## config.mk

```make
export PLATFORM = sky130hd
export DESIGN_NAME = grid_vga_renderer
export DESIGN_NICKNAME = d
export VERILOG_FILES = /design/src/rtl/grid_vga_renderer.sv
export SDC_FILE = /design/constraint.sdc
export NUM_CORES = 1
export LEC_CHECK = 0
export ABC_AREA = 1
export ABC_CLOCK_PERIOD_IN_PS = 6100
export BUFFER_PORTS_ARGS = -buffer_cell sky130_fd_sc_hd__buf_2
export CAP_MARGIN = 20
export CORE_ASPECT_RATIO = 1.5
export CORE_MARGIN = 2
export CORE_UTILIZATION = 45
export CTS_CLUSTER_SIZE = 40
export DETAILED_ROUTE_END_ITERATION = 12
export PLACE_DENSITY = 0.72
export SYNTH_ARGS = -nofsm -noshare
export SYNTH_HDL_FRONTEND = slang
export SYNTH_SLANG_ARGS = --single-unit
```

## constraint.sdc

```tcl
create_clock -name clk -period 6.1 [get_ports clk]
set_clock_uncertainty 0.05 [all_clocks]
set_input_delay 0.915 -clock clk [delete_from_list [all_inputs] [get_ports clk]]
set_output_delay 0.915 -clock clk [all_outputs]
set_load 0.02 [all_outputs]
```

## src/rtl/grid_vga_renderer.sv

```systemverilog
// 640x480@60 VGA reader of the 16x16 playfield, snapshotted once per frame.
// Define GRID_LINES_EN to draw LINE_COLOR on the last row/column of each cell.
module grid_vga_renderer #(
  parameter int          CELL_PX    = 24,
  parameter int          ORIGIN_X   = 128,
  parameter int          ORIGIN_Y   = 48,
  parameter logic [11:0] FILL_COLOR = 12'hF80,
  parameter logic [11:0] BG_COLOR   = 12'h222,
  parameter logic [11:0] LINE_COLOR = 12'h555,
  parameter int          H_VISIBLE  = 640,
  parameter int          H_FRONT    = 16,
  parameter int          H_SYNC     = 96,
  parameter int          H_BACK     = 48,
  parameter int          V_VISIBLE  = 480,
  parameter int          V_FRONT    = 10,
  parameter int          V_SYNC     = 2,
  parameter int          V_BACK     = 33
) (
  input  logic         clk,
  input  logic         reset,
  input  logic [255:0] grid_in,
  output logic [3:0]   vga_r,
  output logic [3:0]   vga_g,
  output logic [3:0]   vga_b,
  output logic         hsync,
  output logic         vsync,
  output logic         video_on,
  output logic         frame_tick
);

  localparam int PW = (CELL_PX > 1) ? $clog2(CELL_PX) : 1;

  localparam logic [9:0] HV  = 10'(H_VISIBLE);
  localparam logic [9:0] HS0 = 10'(H_VISIBLE + H_FRONT);
  localparam logic [9:0] HS1 = 10'(H_VISIBLE + H_FRONT + H_SYNC);
  localparam logic [9:0] HL  = 10'(H_VISIBLE + H_FRONT + H_SYNC + H_BACK - 1);
  localparam logic [9:0] VV  = 10'(V_VISIBLE);
  localparam logic [9:0] VS0 = 10'(V_VISIBLE + V_FRONT);
  localparam logic [9:0] VS1 = 10'(V_VISIBLE + V_FRONT + V_SYNC);
  localparam logic [9:0] VL  = 10'(V_VISIBLE + V_FRONT + V_SYNC + V_BACK - 1);
  localparam logic [9:0] FX0 = 10'(ORIGIN_X);
  localparam logic [9:0] FX1 = 10'(ORIGIN_X + 16 * CELL_PX);
  localparam logic [9:0] FY0 = 10'(ORIGIN_Y);
  localparam logic [9:0] FY1 = 10'(ORIGIN_Y + 16 * CELL_PX);
  localparam logic [PW-1:0] PXL = PW'(CELL_PX - 1);

  logic [1:0]    div_q;
  logic [9:0]    h_q, h_d;
  logic [9:0]    v_q, v_d;
  logic [PW-1:0] px_x_q, px_x_d;
  logic [PW-1:0] px_y_q, px_y_d;
  logic [3:0]    cx_q, cx_d;
  logic [3:0]    cy_q, cy_d;
  logic [255:0]  shadow_q;
  logic [11:0]   rgb_q, rgb_d;
  logic          hs_q, vs_q, vid_q, tick_q;

  logic pix_en, h_wrap, v_wrap;
  logic vis, in_field, line_px, snap;
  logic hs_d, vs_d;

  always_comb begin
    pix_en = (div_q == 2'd3);
    h_wrap = (h_q == HL);
    v_wrap = (v_q == VL);
    h_d    = h_wrap ? 10'd0 : h_q + 10'd1;
    v_d    = v_q;
    if (h_wrap) v_d = v_wrap ? 10'd0 : v_q + 10'd1;

    // Cell counters track the pixel that h_d/v_d will address.
    px_x_d = px_x_q + PW'(1);
    cx_d   = cx_q;
    if (h_d == FX0) begin
      px_x_d = '0;
      cx_d   = 4'd0;
    end else if (px_x_q == PXL) begin
      px_x_d = '0;
      cx_d   = cx_q + 4'd1;
    end

    px_y_d = px_y_q;
    cy_d   = cy_q;
    if (h_wrap) begin
      if (v_d == FY0) begin
        px_y_d = '0;
        cy_d   = 4'd0;
      end else if (px_y_q == PXL) begin
        px_y_d = '0;
        cy_d   = cy_q + 4'd1;
      end else begin
        px_y_d = px_y_q + PW'(1);
      end
    end

    vis      = (h_q < HV) && (v_q < VV);
    in_field = (h_q >= FX0) && (h_q < FX1) && (v_q >= FY0) && (v_q < FY1);
`ifdef GRID_LINES_EN
    line_px  = (px_x_q == PXL) || (px_y_q == PXL);
`else
    line_px  = 1'b0;
`endif
    rgb_d = 12'h000;
    if (vis && in_field) begin
      if (line_px)                       rgb_d = LINE_COLOR;
      else if (shadow_q[{cx_q, cy_q}])   rgb_d = FILL_COLOR;
      else                               rgb_d = BG_COLOR;
    end
    hs_d = !((h_q >= HS0) && (h_q < HS1));
    vs_d = !((v_q >= VS0) && (v_q < VS1));
    snap = pix_en && (h_q == 10'd0) && (v_q == VV);
  end

  always_ff @(posedge clk) begin
    if (!reset) begin
      div_q    <= 2'd0;
      h_q      <= 10'd0;
      v_q      <= 10'd0;
      px_x_q   <= '0;
      px_y_q   <= '0;
      cx_q     <= 4'd0;
      cy_q     <= 4'd0;
      shadow_q <= '0;
      rgb_q    <= 12'h000;
      hs_q     <= 1'b1;
      vs_q     <= 1'b1;
      vid_q    <= 1'b0;
      tick_q   <= 1'b0;
    end else begin
      div_q  <= div_q + 2'd1;
      tick_q <= snap;
      if (snap) shadow_q <= grid_in;
      if (pix_en) begin
        h_q    <= h_d;
        v_q    <= v_d;
        px_x_q <= px_x_d;
        px_y_q <= px_y_d;
        cx_q   <= cx_d;
        cy_q   <= cy_d;
        rgb_q  <= rgb_d;
        hs_q   <= hs_d;
        vs_q   <= vs_d;
        vid_q  <= vis;
      end
    end
  end

  assign vga_r      = rgb_q[11:8];
  assign vga_g      = rgb_q[7:4];
  assign vga_b      = rgb_q[3:0];
  assign hsync      = hs_q;
  assign vsync      = vs_q;
  assign video_on   = vid_q;
  assign frame_tick = tick_q;

endmodule

```

Yosys cells after proc, flatten, opt, wreduce, memory -nomap -nowiden --
Index checks and enable logic that the tools add are counted.
Word-level totals: input port bits 258, output and inout bits 16, flip-flop bits (word level) 312, logic and storage cells 71
Cells by class: magnitude comparators 11, multiplexer cells 15, add/subtract/negate cells 7, equality and inequality tests 8, reduce and logical (&&, ||, !) cells 17
Operators by type and width (count):
- 10-bit less-than comparator (second input constant) | 3
- 10-bit by 9-bit less-than comparator with 1-bit output (second input constant) | 3
- 10-bit two-way mux | 3
- 12-bit two-way mux | 2
- 10-bit by 1-bit adder with 10-bit output (second input constant) | 2
- 10-bit equality test (second input constant) | 2
- 5-bit two-way mux | 4
- 4-bit two-way mux | 4
- 5-bit by 1-bit adder with 5-bit output (second input constant) | 2
- 10-bit by 6-bit equality test with 1-bit output (second input constant) | 1
- 10-bit by 8-bit equality test with 1-bit output (second input constant) | 1
- 10-bit by 9-bit equality test with 1-bit output (second input constant) | 1
- 5-bit equality test (second input constant) | 2
- 10-bit >= comparator (second input constant) | 1
- 10-bit by 6-bit >= comparator with 1-bit output (second input constant) | 1
- 10-bit by 8-bit >= comparator with 1-bit output (second input constant) | 1
- 10-bit by 9-bit >= comparator with 1-bit output (second input constant) | 1
- 10-bit logical NOT | 1
- 1-bit logical AND | 9
- 8-bit by 9-bit less-than comparator with 1-bit output (second input constant) | 1
- 4-bit by 1-bit adder with 4-bit output (second input constant) | 2
- 1-bit binary-select mux with 8-bit select | 1
- 2-bit AND reduction | 2
- 2-bit nonzero test | 2
- 5 further kinds | 6

Longest topological paths before layout --
Gate-level depths: netlist (run 1).
depth in word-level cells 6, depth in mapped cells 16, mapped depth without buffers 16

Worst setup path after synthesis (run 1) --
Ideal clock, no wire load.
path type reg-to-reg, start point register h_q[0], end point register cx_q[1], data required time 5.925 ns, library setup time 0.125 ns, stages on the path, launching flop included 15, period minus slack after synthesis 2.012 ns, slack 4.088 ns, arrival time 1.837 ns, buffers on the path 0, path through dfxtp_1 ha_1 nand2_1 nor2_2 nand2_1 nor2_4 inv_1 o211ai_2 nand3_1 nor2_1 nand2_1 nand2_1 nand2_2 nand2_1 o22ai_1
Between the ends: longest elaborated chain between the ends 5, elaborated cells on any way between the ends 7, classes of those cells add/sub (1); eq/ne (2); mux (2); reduce/logical (2)
Ends and longest elaborated chain:
- start, declared | RTL line 48 | logic [9:0] h_q, h_d;
- start signal, assigned | RTL line 116 | h_q <= 10'd0;
- start signal, assigned | RTL line 133 | h_q <= h_d;
- 10-bit by 1-bit adder with 10-bit output / 10-bit equality test (equally long branches) | RTL line 66, 64
- 10-bit two-way mux * | RTL line 66 | h_d = h_wrap ? 10'd0 : h_q + 10'd1;
- 10-bit by 8-bit equality test with 1-bit output * | RTL line 73 | if (h_d == FX0) begin
- 2-bit nonzero test (no source line)
- 2-bit AND reduction (no source line)
- end signal, assigned | RTL line 120 | cx_q <= 4'd0;
- end signal, assigned | RTL line 137 | cx_q <= cx_d;
- end, declared | RTL line 52 | logic [3:0] cx_q, cx_d;
Mark *: on every way between the ends. The rest lies on a longest branch, timed or not. A chain may end at the register's enable or synchronous reset.

Final worst setup path (run 1) --
start point register div_q[0], end point register shadow_q[168]
Between the ends: longest elaborated chain between the ends 3
Ends and longest elaborated chain:
- start, declared | RTL line 47 | logic [1:0] div_q;
- start signal, assigned | RTL line 129 | div_q <= div_q + 2'd1;
- 2-bit equality test | RTL line 63 | pix_en = (div_q == 2'd3);
- 1-bit logical AND (2 in series) | RTL line 110 | snap = pix_en && (h_q == 10'd0) && (v_q == VV);
- end signal, assigned | RTL line 131 | if (snap) shadow_q <= grid_in;
- end, declared | RTL line 54 | logic [255:0] shadow_q;
No other way between the ends.

==> results of run 1 <==
==> path summary, 6_finish.rpt <==
path	start	end	slack, ns	depth (start not counted)
worst max-delay path	div_q[0]$_SDFF_PN0_	shadow_q[168]$_SDFFE_PN0P_	2.58	8
worst min-delay path	div_q[0]$_SDFF_PN0_	div_q[0]$_SDFF_PN0_	0.38	1
worst max register to register	div_q[0]$_SDFF_PN0_	shadow_q[168]$_SDFFE_PN0P_	2.58	8
worst min register to register	div_q[0]$_SDFF_PN0_	div_q[0]$_SDFF_PN0_	0.38	1
==> cell families after synthesis <==
logic type,Yosys count,share of synthesized area
xor+xnor,8,0.00466
buf+inv,368,0.106
fa+ha+maj,10,0.00832
simple gates,948,0.259
compound gates,427,0.219
flops,303,0.403
other cells,1,0.000249
==> worst reg2reg max path: stages, from the launching register on <==
cell      delay, ns
dfxtp_1        0.32
ha_1           0.19
buf_4          0.24
inv_1          0.62
nor4_4         0.16
inv_8          0.66
buf_12         0.70
nor2_1         0.29
a211oi_2       0.20
==> through the flow <==
step / power [W] / std cells / instance area (sq um)
4_1_cts: 0.00421 / 2670 / 17300
5_1_grt: 0.00430 / 2681 / 17400
6_report: 0.00418 / 2681 / 17400
3_5_place_dp: 0.00223 / 2614 / 16300
2_1_floorplan: 0.00212 / 2069 / 15100
3_3_place_gp: 0.00223 / 2614 / 16300
==> metal layers <==
layer  vias to the layer above  part of all wire
li1                       7062                 -
met1                      6540              0.40
met2                       436              0.50
met3                       115             0.051
met4                         6             0.048
met5                         -           0.00098
==> cells in the mapped netlist, drive strengths merged <==
| cell | number |
|---|---|
| dfxtp | 303 |
| nand3 | 201 |
| o21ai | 172 |
| nor3 | 11 |
| nor4 | 3 |
| xor2 | 8 |
| o22a | 1 |
| nor2 | 417 |
| nand3b | 1 |
| inv | 210 |
| or4 | 1 |
| buf | 88 |
| o22ai | 2 |
| a211oi | 150 |
| clkbuf | 68 |
| o21bai | 1 |
| o21a | 1 |
| ha | 10 |
| nand2 | 305 |
| a31oi | 1 |
| o211ai | 21 |
| conb | 1 |
| a21oi | 77 |
| nand4 | 8 |
| a311oi | 1 |
| and3 | 1 |
| clkinv | 2 |
==> flip-flops by register name, indices dropped and copies added (netlist names) <==
register    flops
shadow_q      256
vsync           1
px_x_q          5
cy_q            4
h_q            10
cx_q            4
px_y_q          5
v_q            10
div_q           2
frame_tick      1
hsync           1
video_on        1
rgb_q           3
==> layout make-up <==
type	count	area share
diodes	11	0.00159
clock buffers	43	0.0525
clock inverters	13	0.00887
inverters	212	0.0467
multi-input cells	1398	0.426
flip-flops and latches	303	0.350
well taps	420	0.0303
repair buffers	281	0.0838
==> report_power, final <==
| part | total, W | internal, W | switching, W |
|---|---|---|---|
| logic | 0.000192 | 0.0000785 | 0.000114 |
| registers | 0.00200 | 0.00199 | 0.0000107 |
| clock network | 0.00199 | 0.00117 | 0.000822 |
| total | 0.00418 | 0.00323 | 0.000947 |
==> results by group, run 1 <==
Logic synthesis
  – Top post-synthesis cells by area: dfxtp_1, a211oi_2, nor2_1
  – Post-synthesis sequential area ratio: 0.403
  – Ys Warns: 0
  – Cell taking the most area after synthesis: dfxtp_1
  – FF+latch count, synth: 303
  – Synthesized area: 15,000 sq um
  – Synth top area share: 0.403
  – Syn avg cell area: 7.28 sq um
  – Cell variety after synth: 38
  – Cells after Synth: 2,065

Job
  – # Max-Cap Violations: 0

Floorplan
  – IO Pins: 274
  – Die height: 228 um
  – Die area: 34,900 sq um
  – Row count: 82
  – Core ar.: 33,100 sq um
  – Die Wd: 153 um
  – Initial Util: 0.454

Route
  – Antenna viol nets, final: 0
  – Detailed-route via count: 14,200
  – Post-Route WL: 44,800 um
  – TritonRoute pass-1 iters: 5
  – DRC errors left: 0
  – Avg WL per Cell: 16.7 um
  – Iter 0 DRT Violations: 970
  – Vias/cell: 5.28

Timing
  – Max Slew Vio Count: 0
  – Final number of hold-violating endpoints: 0
  – Crit path time final: 3.52 ns
  – Highest Clock Rate: 284 MHz
  – Total negative slack: 0 ns
  – Final WS setup: 2.58 ns
  – Hold_ws: 0.377 ns
  – Final period util: 0.577
  – Unrepaired setup endpoints after global routing: false
  – Worst-Margin Slew: 1.15 ns
  – Relative slew slack: 0.235
  – Setup Viol. Count Final: 0

Global routing
  – Largest net degree at the start of global routing: 195
  – M2 GR Usage: 0.430
  – Layer with the highest usage: met2
  – GR Overflow Total: 0
  – First-pass GRT wire length: 69,500 um
  – Global-route usage over all layers: 0.246
  – Met3 Use GR: 0.0315
  – GRT met1 Usage: 0.289
  – Initial antenna violation count: 14
  – Vias in the first global route: 13,500

Finish
  – Layout cells sized above 1: 0.219
  – Layout area overhead: 15.4%
  – Final core utilization: 0.524
  – Layout fillers: 3,280
  – FF/Latch Area: 6070 sq um
  – Area occupied by multi-input gates: 7400 sq um
  – Most frequent cells in the layout: nor2_1, nand2_1, dfxtp_1
  – Most common cell after layout, fill and taps aside: nor2_1
  – Total Nets Final: 2,494

Clock tree
  – Total CTS buffers: 30
  – CTS root buffer: clkbuf_16
  – Clock Latency Late Sink: 0.57 ns
  – Hold Buf Count CTS: 0
  – Post-CTS sizing: 0
  – H-tree levels: 1
  – CTS max path bufs: 3
  – Reg clk slew, reported paths: 0.07 ns
  – Post-CTS setup buffer count: 0
  – TritonCTS Sinks: 303
  – CTS tree: yes

Pwr
  – Power Density: 241 nW/um^2
  – Lkg Pwr: 7.41 nW
  – Peak VDD IR: 0.205 mV

Critical path
  – CP endpoint kind: register
  – CP bufs+invs: 4
  – Critical path type: register to register
  – Crit Path Max Fanout: 194
  – Slowest CP cell: buf_12
  – Slowest stage delay, CP: 0.68 ns
  – Worst Path Arrival: 3.95 ns
  – Worst-path cell chain: ha_1 -> buf_4 -> inv_1 -> nor4_4 -> inv_8 -> buf_12 -> nor2_1 -> a211oi_2
  – Crit path launch type: register
  – Critical Path RT: 6.53 ns
  – CP top delay family: buffers and inverters

Placed design
  – Pre-CTS WS: 2.57 ns
  – Detailed Place HPWL: 28,900 um
  – Routability cong.: 0.909
  – Buffers on Ports: 268

Run status
  – Outcome: finished, final reports clean

Worst hold path
  – HP Class: register to register
Note: power is estimated with default switching activity, not from simulation.
==> inputs of run 2 (changes only) <==
--- a/config.mk
+++ b/config.mk
@@ -5,8 +5,8 @@
 export SDC_FILE = /design/constraint.sdc
 export NUM_CORES = 1
 export LEC_CHECK = 0
-export ABC_AREA = 1
-export ABC_CLOCK_PERIOD_IN_PS = 6100
+export ABC_AREA = 0
+export ABC_CLOCK_PERIOD_IN_PS = 3600
 export BUFFER_PORTS_ARGS = -buffer_cell sky130_fd_sc_hd__buf_2
 export CAP_MARGIN = 20
 export CORE_ASPECT_RATIO = 1.5
==> constraint.sdc (replaced) <==
create_clock -name clk -period 3.6 [get_ports clk]
set_clock_uncertainty 0.05 [all_clocks]
set_input_delay 0.54 -clock clk [delete_from_list [all_inputs] [get_ports clk]]
set_output_delay 0.54 -clock clk [all_outputs]
set_load 0.02 [all_outputs]
==> results by group, run 2 <==
Placed design
  – Buffers on Ports: 268 (unchanged)
  – Routability cong.: 0.873 (-4.0%)
  – Detailed Place HPWL: 26,800 um (-7.3%)
  – Placed insts: 2,205 (-16%)

Route
  – Iter 0 DRT Violations: 747 (-23%)
  – Met3 Wirelength: 1930 um (-16%)
  – Detailed-route via count: 12,300 (-13%)
  – Avg WL per Cell: 16.8 um (+0.66%)
  – TritonRoute pass-1 iters: 5 (unchanged)
  – M1 WL: 14,900 um (-17%)
  – Post-Route WL: 37,900 um (-15%)
  – Antenna viol nets, final: 0 (unchanged)
  – DRC errors left: 0 (unchanged)
  – WL met2: 19,400 um (-13%)
  – Vias/cell: 5.47 (+3.5%)
  – Highest metal used: met4

Job
  – # Max-Cap Violations: 0 (unchanged)

Pwr
  – Lkg Pwr: 5.59 nW (-25%)
  – Power Density: 413 nW/um^2 (+71%)
  – Peak VDD IR: 0.336 mV (+64%)

Logic synthesis
  – FF+latch count, synth: 303 (unchanged)
  – Ys Warns: 0 (unchanged)
  – Most frequent cell after synthesis: nand2_1
  – Syn avg cell area: 8.18 sq um (+12%)
  – Cell taking the most area after synthesis: dfxtp_1
  – Predominant post-synthesis flop cell: dfxtp_1
  – Synth top area share: 0.447 (+0.0436)
  – Cell variety after synth: 63 (+66%)
  – Top post-synthesis cells by area: dfxtp_1, nand2_1, a21oi_1
  – Post-synth EDFFs: 0 (unchanged)
  – Post-synth top cells: nand2_1, dfxtp_1, a21oi_1
  – Cells after Synth: 1,660 (-20%)
  – Post-synthesis sequential area ratio: 0.447 (+0.0436)
  – FFs w/ async S/R, synth: 0 (unchanged)
  – Synthesized area: 13,600 sq um (-9.8%)

Global routing
  – First-pass GRT wire length: 59,000 um (-15%)
  – Global-route usage over all layers: 0.230 (-0.0159)
  – Initial antenna violation count: 0 (-14)
  – Vias in the first global route: 11,900 (-12%)
  – Largest net degree at the start of global routing: 151 (-23%)
  – GR Overflow Total: 0 (unchanged)

Finish
  – Layout area overhead: 17.7%
  – Max FFs per register: 256 (unchanged)
  – Total Nets Final: 2,109 (-15%)
  – FF/Latch Area: 6070 sq um (about the same)
  – Layout cells sized above 1: 0.217 (-0.00179)
  – Layout fillers: 2,802 (-15%)
  – Most frequent cells in the layout: nand2_1, dfxtp_1, a21oi_1
  – Final Non-Filler Cells: 2,254 (-16%)
  – Final core utilization: 0.540 (+0.0163)
  – Top flop regs: shadow_q (256), h_q (10), v_q (10)
  – Top reg by flops: shadow_q
  – Most common cell after layout, fill and taps aside: nand2_1
  – Number of antenna diodes: 0 (-11)
  – Area occupied by multi-input gates: 6890 sq um (-7.0%)

Critical path
  – Flop2flop setup slack: 0.70 ns (-1.89 ns)
  – Critical Path RT: 4.03 ns (-2.50 ns)
  – Critical path type: register to register
  – FF-to-FF End: rgb_q[5]$_SDFFE_PN0N_
  – RR Startpoint: cy_q[2]$_SDFFE_PN0P_
  – Crit path launch type: register
  – CP endpoint kind: register
  – R2R cell count: 7 (-1)
  – Crit Path Max Fanout: 24 (-88%)
  – Worst Path Arrival: 3.33 ns (-0.62 ns)

Timing
  – Worst-Margin Slew: 0.953 ns (-0.194 ns)
  – Total negative slack: 0 ns (unchanged)
  – Setup Viol. Count Final: 0 (unchanged)
  – Max Slew Vio Count: 0 (unchanged)
  – Final number of hold-violating endpoints: 0 (unchanged)
  – Unrepaired setup endpoints after global routing: false
  – Relative slew slack: 0.365 (+0.130)
  – Crit path time final: 2.90 ns (-0.614 ns)
  – Highest Clock Rate: 344 MHz (+21%)
  – Final period util: 0.807 (+0.230)

Clock tree
  – Reg clk slew, reported paths: 0.07 ns (about the same)
  – TritonCTS Sinks: 303 (unchanged)
  – CTS tree: yes
  – Hold Buf Count CTS: 0 (unchanged)
  – Total CTS buffers: 29 (-3.3%)
  – Post-CTS sizing: 0 (unchanged)
  – CTS root buffer: clkbuf_16
  – H-tree levels: 1 (unchanged)
  – Post-CTS setup buffer count: 0 (unchanged)
  – Clock Latency Late Sink: 0.55 ns (-0.02 ns)
  – CTS max path bufs: 3 (unchanged)

Worst hold path
  – HP Class: input pin to register
  – WHS Endpoint: shadow_q[52]$_SDFFE_PN0P_
  – Min-Delay Path Depth: 3 (+2)
  – HP Start: grid_in[52]

Floorplan
  – Initial Util: 0.459 (+0.00500)
  – Die Wd: 146 um (-4.9%)
  – Die height: 217 um (-4.9%)
  – Row count: 77 (-6.1%)
  – IO Pins: 274 (unchanged)
  – Core ar.: 29,600 sq um (-11%)
  – Die area: 31,600 sq um (-9.6%)

Run status
  – Outcome: finished, final reports clean
## run 2: cell count changes after synthesis, moves of 17 or more
cell	delta
a211oi_2	-142
buf_1	-17
a21oi_1	+212
buf_2	-19
mux2i_1	+24
inv_1	-195
clkbuf_1	+38
nand2_1	+257
nor2_1	-367
o21ai_0	-138
mux4_2	+57
nand3_1	-176
## run 2: stage by stage
stage               instance area, sq um  hold slack, ns  power, W  setup WS (ns)
floorplan                          13600           0.349   0.00361          0.989
global placement                   15100           0.358   0.00381          0.690
detailed placement                 15100           0.365   0.00382          0.658
CTS                                16000           0.156   0.00664          0.617
global route                       16000           0.172   0.00680          0.417
finish                             16000           0.177   0.00659          0.696
## run 2: worst max-delay path by stage
stage	endpoint	start	depth (start not counted)	slack (ns)
floorplan	px_y_q[0]$_SDFFE_PN0P_	h_q[4]$_SDFFE_PN0N_	9	0.99
global placement	rgb_q[5]$_SDFFE_PN0N_	cy_q[2]$_SDFFE_PN0P_	7	0.69
detailed placement	rgb_q[5]$_SDFFE_PN0N_	cy_q[2]$_SDFFE_PN0P_	7	0.66
CTS	rgb_q[5]$_SDFFE_PN0N_	cy_q[2]$_SDFFE_PN0P_	7	0.62
global route	v_q[3]$_SDFFE_PN0N_	h_q[0]$_SDFFE_PN0N_	7	0.42
finish	rgb_q[5]$_SDFFE_PN0N_	cy_q[2]$_SDFFE_PN0P_	7	0.70
## run 2: cells by family after synthesis
kind of cell / count (synthesis) / share of synthesized area
AO/OA/AOI/OAI: 379 / 0.154
XOR/XNOR: 10 / 0.00645
adder cells (fa/ha/maj): 10 / 0.00922
buffers and inverters: 155 / 0.0476
flip-flops: 303 / 0.447
multiplexers: 86 / 0.116
other: 1 / 0.000276
AND/OR/NAND/NOR: 716 / 0.219
## run 2: metal layers
metal | vias up | track usage
li1 | 6021 | -
met1 | 5805 | 0.270
met2 | 403 | 0.419
met3 | 94 | 0.0257
met4 | 0 | 0.103
met5 | - | 0
## run 2: power breakdown
part | internal [W] | switching, W
registers | 0.00336 | 0.0000238
logic | 0.000161 | 0.000202
clock network | 0.00158 | 0.00126
## run 2: layout make-up
cell class / count / area share
sequential: 303 / 0.380
clock inverter: 5 / 0.00219
multi-input combinational: 1206 / 0.431
inverter: 12 / 0.00329
timing repair buffer: 289 / 0.100
tap: 395 / 0.0309
clock buffer: 44 / 0.0521
## run 2: worst max-delay path, cell delays in order (launching register included)
cell      delay, ns
dfxtp_2        0.66
inv_1          0.51
mux2i_1        0.42
o221ai_1       0.18
a311oi_1       0.54
a211oi_1       0.08
a21oi_1        0.18
a32o_1         0.18
